[src/rtl/led_fade_driver.sv]
// led_fade_driver: turns the blinker's hard on/off LED level into a linear
// brightness fade on the board LED pin.
//
// Each on/off edge on led_i starts a duty ramp. The duty moves by one LSB
// every STEP_DIV clocks. A PWM carrier with a period of 2^PWM_W clocks drives
// the pin from that duty.
//
// Ports:
//   clk     - system clock
//   rstn    - asynchronous, active-low reset
//   led_i   - requested LED level from the blinker (polarity per ACTIVE_LOW)
//   pwm_o   - registered PWM drive to the LED pin (polarity per ACTIVE_LOW)
//   duty_o  - current ramp duty, 0 = dark, 2^PWM_W-1 = full
//   state_o - FSM state: 0 OFF, 1 RAMP_UP, 2 ON, 3 RAMP_DOWN
module led_fade_driver #(
  parameter int PWM_W      = 8,
  parameter int STEP_DIV   = 10000,
  parameter int ACTIVE_LOW = 1
) (
  input  logic             clk,
  input  logic             rstn,
  input  logic             led_i,
  output logic             pwm_o,
  output logic [PWM_W-1:0] duty_o,
  output logic [1:0]       state_o
);

  localparam int              SW        = (STEP_DIV > 1) ? $clog2(STEP_DIV) : 1;
  localparam logic [PWM_W-1:0] DMAX     = '1;
  localparam logic [SW-1:0]   STEP_LAST = SW'(STEP_DIV - 1);
  localparam logic            AL        = (ACTIVE_LOW != 0);

  typedef enum logic [1:0] {
    S_OFF  = 2'd0,
    S_UP   = 2'd1,
    S_ON   = 2'd2,
    S_DOWN = 2'd3
  } state_t;

  state_t           state, state_nxt;
  logic [PWM_W-1:0] duty, duty_nxt, duty_act, pwm_cnt;
  logic [SW-1:0]    step_cnt, step_nxt;
  logic             req, lit;

  // Lit request: led_i at its active level. Same clock domain, no synchroniser.
  assign req = led_i ^ AL;

  // Next state. A reversal is checked before the endpoint, so a request flip
  // in the same cycle the ramp reaches its end turns the ramp around.
  always_comb begin
    state_nxt = state;
    case (state)
      S_OFF:   if (req) state_nxt = S_UP;
      S_UP:    if (!req) state_nxt = S_DOWN;
               else if (duty == DMAX) state_nxt = S_ON;
      S_ON:    if (!req) state_nxt = S_DOWN;
      S_DOWN:  if (req) state_nxt = S_UP;
               else if (duty == '0) state_nxt = S_OFF;
      default: state_nxt = S_OFF;
    endcase
  end

  // Step timer and duty ramp. The timer runs only while the FSM stays in a
  // ramp state. Any state change restarts it from 0. A reversal therefore
  // continues from the current duty and takes its first step a full
  // STEP_DIV clocks later.
  always_comb begin
    step_nxt = '0;
    duty_nxt = duty;
    if ((state_nxt == state) && ((state == S_UP) || (state == S_DOWN))) begin
      if (step_cnt == STEP_LAST) begin
        if ((state == S_UP) && (duty != DMAX)) duty_nxt = duty + 1'b1;
        if ((state == S_DOWN) && (duty != '0)) duty_nxt = duty - 1'b1;
      end else begin
        step_nxt = step_cnt + 1'b1;
      end
    end
  end

  // Full-scale duty is solid on. Without this term the comparison would
  // leave one dark clock in each period.
  assign lit = (duty_act == DMAX) || (pwm_cnt < duty_act);

  always_ff @(posedge clk or negedge rstn) begin
    if (!rstn) begin
      state    <= S_OFF;
      duty     <= '0;
      step_cnt <= '0;
      pwm_cnt  <= '0;
      duty_act <= '0;
      pwm_o    <= AL;
    end else begin
      state    <= state_nxt;
      duty     <= duty_nxt;
      step_cnt <= step_nxt;
      pwm_cnt  <= pwm_cnt + 1'b1;
      // Take the new duty only at the end of a period, so a period never
      // mixes two duty values.
      if (pwm_cnt == DMAX) duty_act <= duty;
      pwm_o    <= lit ^ AL;
    end
  end

  assign duty_o  = duty;
  assign state_o = state;

endmodule

[config.mk]
export PLATFORM = sky130hd
export DESIGN_NAME = led_fade_driver
export DESIGN_NICKNAME = d
export VERILOG_FILES = /design/src/rtl/led_fade_driver.sv
export SDC_FILE = /design/constraint.sdc
export NUM_CORES = 1
export LEC_CHECK = 0
export BUFFER_PORTS_ARGS = -buffer_cell sky130_fd_sc_hd__buf_2
export CAP_MARGIN = 15
export CORE_MARGIN = 2
export CORE_UTILIZATION = 54
export DETAILED_ROUTE_END_ITERATION = 10
export GPL_TIMING_DRIVEN = 0
export PLACE_DENSITY = 0.87
export SYNTH_ARGS = -nofsm -noshare
export SYNTH_HDL_FRONTEND = slang
export SYNTH_SLANG_ARGS = --single-unit
[constraint.sdc]
create_clock -name clk -period 2.35 [get_ports clk]
set_clock_uncertainty 0.15 [all_clocks]
set_input_delay 0.235 -clock clk [delete_from_list [all_inputs] [get_ports clk]]
set_output_delay 0.235 -clock clk [all_outputs]
set_load 0.01 [all_outputs]
==> results of run 1 <==
cell type report:
type | count | area [µm²]
clock buffers | 6 | 82.58
well taps | 50 | 62.56
fillers | 290 | 1323
flip-flops and latches | 41 | 1035
plain buffers | 4 | 25.02
inverters | 15 | 58.81
repair buffers | 24 | 150.1
clock inverters | 2 | 13.76
multi-input cells | 158 | 1250
where the power goes:
group / switching, W / internal [W]
combinational: 0.000390 / 0.000352
sequential: 0.0000384 / 0.000742
clock: 0.000257 / 0.000238
total: 0.000685 / 0.00133
critical path, cell delays in order, from the launching register on:
cell and delay [ns]:
dfrtp_2 0.45, nor4_4 0.30, nand2_1 0.10, nand3_2 0.12
inv_4 0.08, ha_4 0.23, nor2b_4 0.12, o31a_1 0.26
o21a_1 0.19, o21a_1 0.17, o41ai_2 0.28
stage by stage:
stage	cell area (µm²)	util [%]	TNS [ns]	cells	worst slack, ns
finish	2678	66.94	-0.3159	300	-0.2211
global route	2678	66.94	-0.8021	300	-0.3477
CTS	2643	66.06	-0.2711	298	-0.1861
detailed placement	2432	60.81	-0.6597	281	-0.2707
global placement	2432	60.81	-0.5056	281	-0.2386
floorplan	2305	-	-0.1144	218	-0.1144
worst max path at each step:
stage | start | endpoint | slack [ns]
floorplan | duty_o[2] | duty_o[6] | -0.11
global placement | duty_o[2] | duty_o[6] | -0.24
detailed placement | duty_o[2] | duty_o[6] | -0.27
CTS | duty_o[3] | duty_o[6] | -0.19
global route | duty_o[2] | duty_o[6] | -0.35
finish | duty_o[2] | duty_o[6] | -0.22
cells in the final DEF (no fill, tap or decap), drive strengths merged, types with 7 or more instances in the layout:
cell type	count
nor2	23
dfrtp	40
nand3	11
ha	15
xor2	9
buf	25
nand4	7
a21oi	7
nand2	17
clkbuf	8
xnor2	15
o21ai	12
inv	15
registers in the layout (all words and copies together) (netlist names):
register  cells
duty_act      8
duty_o        8
pwm_cnt       8
pwm_o         1
state_o       2
step_cnt     14
kinds of logic (layout without fill, tap and decap cells):
kind of cell,after synthesis,count (layout)
simple gates,77,77
flops,41,41
compound gates,34,34
xor+xnor,24,24
buf+inv,19,51
fa+ha+maj,16,16
mux,7,7
cell usage after synthesis, types with 2 or more instances:
library cell / instances / share of area [%]
a21oi_1: 7 / 1.6
and3_1: 5 / 1.4
dfrtp_1: 40 / 44
ha_1: 15 / 8.3
inv_1: 15 / 2.5
mux2_4: 4 / 2.7
mux2i_1: 2 / 0.89
nand2_1: 17 / 2.8
nand3_1: 11 / 2.4
nand4_1: 6 / 1.7
nor2_1: 18 / 3.0
nor2_2: 4 / 1.1
nor2b_1: 2 / 0.55
nor3_1: 3 / 0.66
nor4_1: 4 / 1.1
o211ai_1: 2 / 0.66
o21a_1: 4 / 1.3
o21ai_0: 11 / 2.4
xnor2_1: 15 / 5.8
xor2_1: 9 / 3.5
per-layer routing:
metal	up-vias	global-route usage [%]	part of all wire, %
met5	-	0	0
met4	0	6.250	1.8
met3	13	6.981	3.8
met2	26	38.58	49
met1	800	27.59	45
li1	818	-	-
timing repair:
action / CTS / global route
pin swaps: 4 / 2
hold endpoints to repair: 40 / 0
resized for setup: 12 / 4
buffers inserted: 8 / 2
hold buffers: 1 / 0
setup endpoints to repair: 4 / 5
==> impl_metrics.tcl, run 1 <==
set metrics [dict create \
    avgSynthCellArea_um2 10.35 \
    finalHoldViolCount 0 \
    r2r_end "duty_o[6]" \
    cts.sinks 41 \
    synthMuxAreaShare_pct 4.047 \
    avgViaCountPerCell 5.523 \
    worstMarginPinSlew_ns 0.8855 \
    synth_compound_area_share_pct 10.14 \
    synth_edf_count 0 \
    hold_start "led_i" \
    synth-simple-area-share_pct 18.18 \
    synth_xor_area_share_pct 9.313 \
    cts_made_buffers 5 \
    cts_root_buf "clkbuf_8" \
    hold_path_class "in2reg" \
    rsz0062_at_grt "yes" \
    power_w 0.002017 \
    dr.pass1.iters 4 \
    min_path_cells 2 \
    die_h_um 68.65 \
    fin_crit_ns 2.571 \
    die_area_um2 4713 \
    fin_ws_ns -0.2211 \
    critPathKind "reg2reg" \
    seq_area_frac_synth_pct 45.51 \
    place.gp.congestion 0.8176 \
    grt_pass1_wl_um 7748 \
    r2r_cells 10 \
    drtIter0Drc 56 \
    drc 0 \
    critPathRequiredTime_ns 2.39 \
    final_nets 268 \
    fmax_mhz 388.9 \
    routed_wl_um 4616 \
    detail-route-antenna-nets 0 \
    layout-drive-gt1-share_pct 29.20 \
    io_pins 14 \
    arrival_ns 2.61 \
    violations "setup timing" \
    finalSetupViolCount 3 \
    synth_top_family_by_area "simple AND/OR/NAND/NOR gates" \
    critPathCaptureType "flop" \
    r2r_start "duty_o[2]" \
    p_leak_nw 1.192 \
    overflow 0 \
    synth_nets 237 \
    syn2layout_area_growth_pct 18.63 \
    grt_pass1_vias 1712 \
    cts_tree "done" \
    cts.path.max_buffers 2 \
    synth_cell_types 44 \
    p_per_area_nw_per_um2 753.4 \
    relSlewSlack_pct 40.97 \
    status "complete, but fails checks" \
    die_w_um 68.65 \
    rows 23 \
    post-dp-hpwl_um 3030 \
    yosys_register_bits 41 \
    async_reset_ff_share_pct 100.0 \
    gr-usage-all-layers_pct 22.63 \
    whs_endpoint "state_o[1]" \
    path_max_fanout 7 \
    cap_violations 0 \
    start_util_pct 56.43 \
    io_buffers 13 \
    htreeDepth 2 \
    dr_total_vias 1657 \
    crit_path_start_kind "flop" \
    netlist_area_um2 2257 \
    grt_max_degree 42 \
    cts.clk_slew.worst_paths_ns 0.09 \
    rrSetupSlack_ns -0.22 \
    synth-main-ff-cell "dfrtp_1" \
    vdd_drop_max_uv 534.5 \
    core_area_um2 4000 \
    avgRoutedWirePerCell_um 15.39 \
    ys_warn_count 0 \
    period_share_pct 109.4 \
    num_antenna_cells 0 \
    hold_ws_ns 0.1587 \
    antenna_found_initial 0 \
    final_max_slew_viol_count 0 \
    synth_cells 218 \
    yosys.area_share.adder_pct 9.202 \
    clock_latency_ns 0.31 \
]
Power figures use the tool's default switching activity.
==> run 2, diff against run 1 <==
--- a/config.mk
+++ b/config.mk
@@ -8,10 +8,10 @@
 export BUFFER_PORTS_ARGS = -buffer_cell sky130_fd_sc_hd__buf_2
 export CAP_MARGIN = 15
 export CORE_MARGIN = 2
-export CORE_UTILIZATION = 54
+export CORE_UTILIZATION = 60
 export DETAILED_ROUTE_END_ITERATION = 10
 export GPL_TIMING_DRIVEN = 0
-export PLACE_DENSITY = 0.87
+export PLACE_DENSITY = 0.91
 export SYNTH_ARGS = -nofsm -noshare
 export SYNTH_HDL_FRONTEND = slang
 export SYNTH_SLANG_ARGS = --single-unit
==> constraint.sdc (replaced) <==
create_clock -name clk -period 2.5 [get_ports clk]
set_clock_uncertainty 0.15 [all_clocks]
set_input_delay 0.25 -clock clk [delete_from_list [all_inputs] [get_ports clk]]
set_output_delay 0.25 -clock clk [all_outputs]
set_load 0.01 [all_outputs]
==> impl_metrics.tcl, run 2 (synthesis gave the netlist of run 1 again) <==
set metrics [dict create \
    dr.pass1.iters 4 \
    swShare_pct 31.81 \
    drc 0 \
    finalSetupViolCount 2 \
    largest_register_ffs 14 \
    die_h_um 65.34 \
    tns_ns -0.1635 \
    detail-route-antenna-nets 0 \
    hold_path_class "in2reg" \
    gr-usage-all-layers_pct 23.35 \
    finalHoldViolCount 0 \
    vdd_drop_max_uv 614.5 \
    place_inst 279 \
    clock_latency_ns 0.29 \
    layout-drive-gt1-share_pct 26.02 \
    violations "setup timing" \
    final_cell_mix "dfrtp_1 (35), nor2_1 (18), nand2_1 (17)" \
    htreeDepth 2 \
    rows 22 \
    die_w_um 65.34 \
    layout_commonest_cell "dfrtp_1" \
    p_per_area_nw_per_um2 738.7 \
    core_area_um2 3633 \
    syn2layout_area_growth_pct 17.07 \
    path_max_fanout 5 \
    cap_violations 0 \
    p_comb_share_pct 34.0 \
    fin_ws_ns -0.1085 \
    avgRoutedWirePerCell_um 15.48 \
    p_leak_nw 1.179 \
    grt_pass1_vias 1748 \
    dpl-instance-area_um2 2427 \
    num_antenna_cells 0 \
    status "complete, but fails checks" \
    fin_area_um2 2643 \
    crit_path_start_kind "flop" \
    grt_max_degree 42 \
    routed_wl_um 4552 \
    final_max_slew_viol_count 0 \
    die_area_um2 4269 \
    rsz0062_at_grt "yes" \
    p_clk_share_pct 28.2 \
    start_util_pct 62.12 \
    antenna_found_initial 0 \
    top_register "step_cnt" \
    critPathRequiredTime_ns 2.56 \
    grt_pass1_wl_um 7721 \
    drtIter0Drc 129 \
    p_int_w 0.001331 \
    cts.sinks 41 \
    avgViaCountPerCell 5.639 \
    cts.clk_slew.worst_paths_ns 0.08 \
    post-dp-hpwl_um 2999 \
    final_cells 294 \
    pwr-share-seq_pct 37.8 \
    arrival_ns 2.67 \
    relSlewSlack_pct 40.29 \
    overflow 0 \
    cts_tree "done" \
    rrSetupSlack_ns -0.11 \
    io_buffers 13 \
    fin_crit_ns 2.609 \
    dr_total_vias 1658 \
    period_share_pct 104.3 \
    critPathCaptureType "flop" \
    worstMarginPinSlew_ns 0.8957 \
    cts.path.max_buffers 2 \
    switching_power_w 0.0006209 \
    final_nets 264 \
    io_pins 14 \
    critPathKind "reg2reg" \
    cts_root_buf "clkbuf_8" \
    fmax_mhz 383.4 \
    cts_made_buffers 5 \
    place.gp.congestion 0.8532 \
    hold_ws_ns 0.1731 \
]
[run 2: what timing repair did]
item / 4_1_cts / 5_1_grt
gates cloned: 0 / 0
buffers inserted: 6 / 0
hold buffers: 1 / 0
resized for setup: 8 / 3
pin swaps: 2 / 3
hold endpoints to repair: 40 / 0
endpoints found under the setup margin: 3 / 3
[run 2: worst paths after layout]
path	start	end	cells past startpoint
worst max-delay path	duty_o[2]	duty_o[7]	11
worst min-delay path	led_i	state_o[1]	2
worst max register to register	duty_o[2]	duty_o[7]	11
worst min register to register	step_cnt[0]	step_cnt[0]	1
max in group asynchronous	rstn	duty_o[6]	2
min in group asynchronous	rstn	duty_o[3]	2
[run 2: metrics by stage]
| stage | worst slack, ns | util (%) | total power (W) |
|---|---|---|---|
| floorplan | 0.02087 | - | 0.001213 |
| global placement | -0.1487 | 66.80 | 0.001319 |
| detailed placement | -0.2156 | 66.80 | 0.001332 |
| CTS | -0.04768 | 72.49 | 0.001928 |
| global route | -0.2189 | 72.73 | 0.002067 |
| finish | -0.1085 | 72.73 | 0.001952 |
[run 2: power by group through the flow]
stage          Sequential (W)  Clock, W  Combinational [W]
2_1_floorplan        0.000749         0           0.000464
3_3_place_gp         0.000747         0           0.000572
3_5_place_dp         0.000749         0           0.000583
4_1_cts              0.000736  0.000557           0.000636
5_1_grt              0.000743  0.000582           0.000742
6_report             0.000738  0.000551           0.000663
[run 2: final cells by class]
| class | count | area, µm² |
|---|---|---|
| multi-input cells | 158 | 1229 |
| plain buffers | 4 | 25.02 |
| clock buffers | 7 | 86.33 |
| clock inverters | 1 | 30.03 |
| repair buffers | 20 | 120.1 |
| fillers | 244 | 991.0 |
| flip-flops and latches | 41 | 1033 |
| well taps | 48 | 60.06 |
| inverters | 15 | 58.81 |
[run 2: routing by layer]
metal	track usage [%]	vias up	wire length, µm
met1	28.77	819	2037
met3	5.308	6	121
met5	0	-	0
li1	-	811	-
met4	6.510	0	50
met2	41.07	22	2343
[run 2: critical path: stages, from the launching register on]
cell and delay, ns:
dfrtp_2 0.44, nor4_4 0.33, nand2_1 0.11, nand3_2 0.11, inv_4 0.07, buf_4 0.15
ha_1 0.25, nor3_1 0.28, o211ai_1 0.15, nand2_1 0.11, mux2i_1 0.24, xnor2_1 0.14
